**src/rtl/fpu_add_result_buffer_if.sv**
```systemverilog
// Signal bundle between the FP32 adder result buffer, its operand source, the adder and
// the result consumer. The buffer takes the slave side.
interface fpu_add_result_buffer_if #(
    parameter int WIDTH = 32,
    parameter int DEPTH = 4
);
    localparam int OCC_W = $clog2(DEPTH + 1);

    logic             issue_vld;
    logic             issue_rdy;
    logic             adder_arg_vld;
    logic [WIDTH-1:0] res_in;
    logic [1:0]       res_state_in;
    logic             out_vld;
    logic             out_rdy;
    logic [WIDTH-1:0] out_data;
    logic [3:0]       out_flags;
    logic [OCC_W-1:0] occupancy;
    logic             err_ovf;

    modport slave (
        input  issue_vld, res_in, res_state_in, out_rdy,
        output issue_rdy, adder_arg_vld, out_vld, out_data, out_flags, occupancy, err_ovf
    );

    modport master (
        output issue_vld, res_in, res_state_in, out_rdy,
        input  issue_rdy, adder_arg_vld, out_vld, out_data, out_flags, occupancy, err_ovf
    );
endinterface

```
**src/rtl/fpu_add_result_buffer.sv**
```systemverilog
// Credit-controlled issue, in-flight tracking and classified result FIFO for a
// fixed-latency FP32 adder that has neither stall nor valid-out.
module fpu_add_result_buffer #(
    parameter int LATENCY = 7,
    parameter int DEPTH   = 4,
    parameter int WIDTH   = 32
) (
    input  logic                  clk,
    input  logic                  rst,
    fpu_add_result_buffer_if.slave bus
);
    localparam int PTR_W = $clog2(DEPTH);
    localparam int OCC_W = $clog2(DEPTH + 1);
    localparam logic [WIDTH-1:0] QNAN = WIDTH'(32'h7FC0_0000);

    typedef struct packed {
        logic nan;
        logic inf;
        logic zero;
        logic denorm;
    } class_flags_t;

    typedef struct packed {
        logic [WIDTH-1:0] data;
        class_flags_t     flags;
    } entry_t;

    logic [LATENCY-1:0] vsr;
    logic [OCC_W-1:0]   inflight;
    logic [OCC_W-1:0]   occ;
    logic [PTR_W-1:0]   wr_ptr;
    logic [PTR_W-1:0]   rd_ptr;
    logic               err_ovf_q;
    entry_t             mem [DEPTH];

    entry_t wr_entry;
    logic   credit_ok;
    logic   issue;
    logic   cap;
    logic   full;
    logic   push;
    logic   pop;
    logic   out_vld;

    // The adder drops specials, so a special-operand result is replaced by the canonical qNaN.
    function automatic entry_t classify(input logic [WIDTH-1:0] res, input logic [1:0] state);
        entry_t     e;
        logic [7:0] exp_f;
        logic [22:0] man;
        exp_f   = res[30:23];
        man     = res[22:0];
        e.data  = res;
        e.flags = '0;
        if (state == 2'b10) begin
            e.data      = QNAN;
            e.flags.nan = 1'b1;
        end else if (exp_f == 8'hFF) begin
            e.flags.nan = (man != '0);
            e.flags.inf = (man == '0);
        end else if (exp_f == 8'h00) begin
            e.flags.zero   = (man == '0);
            e.flags.denorm = (man != '0);
        end
        return e;
    endfunction

    // Every op in the adder already owns a FIFO slot, so the FIFO can never overflow.
    assign credit_ok = rst && (({1'b0, inflight} + {1'b0, occ}) < (OCC_W + 1)'(DEPTH));
    assign issue     = bus.issue_vld && credit_ok;
    assign cap       = vsr[LATENCY-1];
    assign full      = (occ == OCC_W'(DEPTH));
    assign push      = cap && !full;
    assign out_vld   = (occ != '0);
    assign pop       = out_vld && bus.out_rdy;
    assign wr_entry  = classify(bus.res_in, bus.res_state_in);

    always_ff @(posedge clk or negedge rst) begin
        if (!rst) begin
            vsr       <= '0;
            inflight  <= '0;
            occ       <= '0;
            wr_ptr    <= '0;
            rd_ptr    <= '0;
            err_ovf_q <= 1'b0;
        end else begin
            vsr <= {vsr[LATENCY-2:0], issue};

            unique case ({issue, cap})
                2'b10:   inflight <= inflight + 1'b1;
                2'b01:   inflight <= inflight - 1'b1;
                default: ;
            endcase

            unique case ({push, pop})
                2'b10:   occ <= occ + 1'b1;
                2'b01:   occ <= occ - 1'b1;
                default: ;
            endcase

            if (push)        wr_ptr    <= wr_ptr + 1'b1;
            if (pop)         rd_ptr    <= rd_ptr + 1'b1;
            if (cap && full) err_ovf_q <= 1'b1;
        end
    end

    // NOTE: storage has no reset; an entry is only read after it has been written, and
    // leaving it out of the reset keeps it a plain RAM.
    always_ff @(posedge clk) begin
        if (push) mem[wr_ptr] <= wr_entry;
    end

    assign bus.issue_rdy     = credit_ok;
    assign bus.adder_arg_vld = issue;
    assign bus.out_vld       = out_vld;
    assign bus.out_data      = out_vld ? mem[rd_ptr].data : '0;
    assign bus.out_flags     = out_vld ? mem[rd_ptr].flags : '0;
    assign bus.occupancy     = occ;
    assign bus.err_ovf       = err_ovf_q;
endmodule

```
**src/flat_wrapper.sv**
```systemverilog
// flat-port wrapper written by rule: the top's interface ports become plain ports
module fpu_add_result_buffer_flat 
#(
    parameter int LATENCY = 7,
    parameter int DEPTH   = 4,
    parameter int WIDTH   = 32
)
  (clk, rst, bus_issue_vld, bus_res_in, bus_res_state_in, bus_out_rdy, bus_issue_rdy, bus_adder_arg_vld, bus_out_vld, bus_out_data, bus_out_flags, bus_occupancy, bus_err_ovf);
  fpu_add_result_buffer_if #(.WIDTH(WIDTH), .DEPTH(DEPTH)) bus_i ();
  input  logic clk;
  input  logic rst;
  input wire logic [$bits(bus_i.issue_vld)-1:0] bus_issue_vld;
  input wire logic [$bits(bus_i.res_in)-1:0] bus_res_in;
  input wire logic [$bits(bus_i.res_state_in)-1:0] bus_res_state_in;
  input wire logic [$bits(bus_i.out_rdy)-1:0] bus_out_rdy;
  output wire logic [$bits(bus_i.issue_rdy)-1:0] bus_issue_rdy;
  output wire logic [$bits(bus_i.adder_arg_vld)-1:0] bus_adder_arg_vld;
  output wire logic [$bits(bus_i.out_vld)-1:0] bus_out_vld;
  output wire logic [$bits(bus_i.out_data)-1:0] bus_out_data;
  output wire logic [$bits(bus_i.out_flags)-1:0] bus_out_flags;
  output wire logic [$bits(bus_i.occupancy)-1:0] bus_occupancy;
  output wire logic [$bits(bus_i.err_ovf)-1:0] bus_err_ovf;
  assign bus_i.issue_vld = bus_issue_vld;
  assign bus_i.res_in = bus_res_in;
  assign bus_i.res_state_in = bus_res_state_in;
  assign bus_i.out_rdy = bus_out_rdy;
  assign bus_issue_rdy = bus_i.issue_rdy;
  assign bus_adder_arg_vld = bus_i.adder_arg_vld;
  assign bus_out_vld = bus_i.out_vld;
  assign bus_out_data = bus_i.out_data;
  assign bus_out_flags = bus_i.out_flags;
  assign bus_occupancy = bus_i.occupancy;
  assign bus_err_ovf = bus_i.err_ovf;
  fpu_add_result_buffer #(.LATENCY(LATENCY), .DEPTH(DEPTH), .WIDTH(WIDTH)) u_core (.clk(clk), .rst(rst), .bus(bus_i));
endmodule
```
**config.mk**
```make
export PLATFORM = sky130hd
export DESIGN_NAME = fpu_add_result_buffer_flat
export DESIGN_NICKNAME = d
export VERILOG_FILES = /design/src/rtl/fpu_add_result_buffer_if.sv /design/src/rtl/fpu_add_result_buffer.sv /design/src/flat_wrapper.sv
export SDC_FILE = /design/constraint.sdc
export NUM_CORES = 1
export LEC_CHECK = 0
export CAP_MARGIN = 20
export CORE_ASPECT_RATIO = 0.7
export CORE_MARGIN = 1
export CORE_UTILIZATION = 50
export DETAILED_ROUTE_END_ITERATION = 12
export HOLD_SLACK_MARGIN = 0.08
export PLACE_DENSITY = 0.73
export SLEW_MARGIN = 20
export SYNTH_ARGS = -nofsm -noshare
export SYNTH_HDL_FRONTEND = slang
export SYNTH_SLANG_ARGS = --single-unit
```
**constraint.sdc**
```tcl
create_clock -name clk -period 5.3 [get_ports clk]
set_input_delay 0.795 -clock clk [delete_from_list [all_inputs] [get_ports clk]]
set_output_delay 0.795 -clock clk [all_outputs]
set_load 0.02 [all_outputs]
```
==> results.json <==
{
  "synth_compound_area_frac": 0.006235,
  "synthXorXnorAreaFrac": 0.01190,
  "required_ns": 4.51,
  "ys_seq_area_frac": 0.7210,
  "drive_above_1_share": 0.1818,
  "arrival_ns": 3.01,
  "ys_types": 34,
  "skew_ns": 0.007410,
  "crit_path_max_fanout": 19,
  "routabilityCongestion": 0.7113,
  "clock_path_buffers": 2,
  "syn_area_mm2": 0.006623,
  "crit_path_start": "rst",
  "grt_pass1_vias": 3545,
  "period_minus_slack_ns": 3.801,
  "cp_cell_sequence": "clkdlybuf4s50_1 > buf_4 > or4b_1 > a31oi_1 > and2_1 > clkdlybuf4s50_1",
  "synth-edff-count": 144,
  "htreeDepth": 4,
  "syn_nets": 398,
  "overflow": 0,
  "avgSynthCellArea_um2": 18.92,
  "clock_latency_ns": 0.42,
  "critPathMaxStageDelay_ns": 0.61,
  "finalHoldViolations": 0,
  "routed_wl_um": 12450,
  "async_reset_ff_frac": 0.1111,
  "area_growth_pct": 23.01,
  "hold_class": "reg -> reg",
  "start_kind": "primary input",
  "cts_setup_buffers": 0,
  "hp-start": "u_core.vsr[2]",
  "drcViolationCount": 0,
  "ys.flop_type": "edfxtp_1",
  "grt_pass1_wl_um": 19610,
  "die_area_mm2": 0.01372,
  "dp_hpwl_um": 7403,
  "setup.worst_path.class": "in -> out",
  "portBuffers": 80,
  "cts_resized": 0,
  "tightest_slew_ns": 1.031,
  "setup_tns_ns": 0,
  "timing.max_cap.violations": 0,
  "power_density_mw_per_mm2": 535.1,
  "antennaDiodeCount": 0,
  "grt_usage": 0.2000,
  "postCtsHoldBufs": 0,
  "place_area_mm2": 0.007579,
  "die_y_um": 98.29,
  "numCtsBuffers": 17,
  "relSlewSlack": 0.3129,
  "period_share": 0.7171,
  "cts_tree": "done",
  "crit_family": "buffers and inverters",
  "slowest_stage": "clkdlybuf4s50_1",
  "start_util": 0.5224,
  "ys_ff_latch": 162,
  "synth.area.mux_share": 0.1271,
  "postRouteAntennaNets": 0,
  "core-area_mm2": 0.01268,
  "routed_via_density": 5.533,
  "io_pins": 81,
  "outcome": "finished, final reports clean",
  "end_kind": "output pin",
  "synth_fa_ha_area_frac": 0.02116,
  "r2r_start": "u_core.bus.occupancy[0]",
  "synth-simple-area-share": 0.09465,
  "cts_root_buf": "clkbuf_16",
  "setup_violations": 0,
  "fp.dieW_um": 139.6,
  "via_count": 3392,
  "grt_antenna_before_repair": 0,
  "p_leak_uw": 0.002773,
  "rows": 34,
  "rsz0062_at_grt": "no",
  "netlist_instances": 350,
  "cpMostUsedCell": "clkdlybuf4s50_1",
  "wire_per_inst_um": 20.31,
  "synth_top_family_by_area": "multiplexers",
  "crit_buf_inv": 3,
  "max_freq_mhz": 263.1,
  "drt-initial-drc-count": 218,
  "first_pass_iters": 4,
  "nets": 486,
  "design_area_mm2": 0.008147,
  "r2r_slack_ns": 2.69,
  "ys_warn_count": 0,
  "grt_start_max_net_pins": 38,
  "clkTransAtPathRegs_ns": 0.06,
  "vdd_drop_max_uv": 268.0,
  "clock-sinks": 162,
  "slew_viol_final": 0
}
layout make-up:
| type | count | area [um^2] |
|---|---|---|
| multi-input cells | 164 | 1734 |
| flip-flops and latches | 162 | 4777 |
| fillers | 888 | 4531 |
| inverters | 9 | 33.78 |
| clock inverters | 14 | 128.9 |
| clock buffers | 18 | 439.2 |
| well taps | 162 | 202.7 |
| repair buffers | 84 | 830.8 |
logic make-up after synthesis:
kind of cell	after synthesis
simple gates	100
xor+xnor	9
fa+ha+maj	10
mux	39
flops	162
buf+inv	24
compound gates	6
worst register-to-register path, stage by stage, from the launching register on:
cell     delay (ns)
dfrtp_1        0.45
or3_1          0.37
buf_4          0.41
and2_1         0.24
ha_1           0.19
inv_1          0.06
fa_1           0.37
xor2_1         0.15
nor2_1         0.11
xor2_1         0.18
path summary, 6_finish.rpt:
check	endpoint	depth (start not counted)
hold / removal	u_core.vsr[3]	0
hold reg to reg	u_core.vsr[3]	0
setup / recovery	bus_adder_arg_vld	6
setup reg to reg	u_core.bus.occupancy[2]	9
min in group asynchronous	u_core.vsr[5]	2
max in group asynchronous	u_core.rd_ptr[0]	2
power by group:
| group | internal (uW) | switching [uW] |
|---|---|---|
| logic | 808 | 704 |
| registers | 1530 | 155 |
| clock network | 664 | 498 |
| total | 3000 | 1360 |
cell usage after synthesis, types with 3 or more instances:
cell / number / area [um^2]
edfxtp_1: 144 / 4324
and2_1: 64 / 400.4
mux4_2: 36 / 810.8
dfrtp_1: 18 / 450.4
nand2b_1: 10 / 62.56
inv_1: 9 / 33.78
ha_1: 8 / 100.1
clkbuf_1: 7 / 26.28
buf_2: 5 / 25.02
xor2_1: 5 / 43.79
nor2_1: 4 / 15.01
nor3_1: 4 / 20.02
nor4_1: 4 / 25.02
xnor2_1: 4 / 35.03
and4_1: 3 / 26.28
buf_6: 3 / 33.78
stage by stage:
step	worst slack (ns)	util	power (uW)	hold slack (ns)	instances
2_1_floorplan	2.437	-	2627	0.3312	350
3_3_place_gp	1.571	0.5978	3220	0.3333	581
3_5_place_dp	1.471	0.5978	3242	0.3347	581
4_1_cts	1.465	0.6426	4407	0.3493	613
5_1_grt	1.348	0.6426	4570	0.3549	613
6_report	1.499	0.6426	4360	0.3489	613
flip-flops by register name (all words and copies together), names as in the netlist:
register and cells:
u_core.wr_ptr 2, u_core.inflight 3, u_core.mem 144, u_core.vsr 7, u_core.rd_ptr 2, u_core.bus.err_ovf 1, u_core.bus.occupancy 3
layout by cell type (no fill, tap or decap), types with 2 or more instances in the layout:
cell type	netlist	final
mux2i_1	2	2
clkinv_2	0	3
inv_1	9	9
a31oi_1	2	2
nand3_1	2	2
and2_2	1	5
xnor2_1	4	4
and4_1	3	3
edfxtp_1	144	144
dfrtp_2	0	2
inv_6	0	5
clkinvlp_4	0	3
nand2b_1	10	10
nor2_1	4	4
xor2_1	5	5
clkbuf_16	0	17
mux4_2	36	36
nor3_1	4	4
clkdlybuf4s50_1	0	80
ha_1	8	8
clkinv_4	0	2
nor4_1	4	4
fa_1	2	2
buf_4	0	4
dfrtp_1	18	16
and2_1	64	60
per-layer routing:
metal	GRT usage	up-vias	wire (um)
met5	0	-	0
met4	0.07101	0	158
met3	0.05444	15	624
met2	0.3054	97	5738
met1	0.2804	1751	5928
li1	-	1529	-
(Power assumes the default switching activity.)
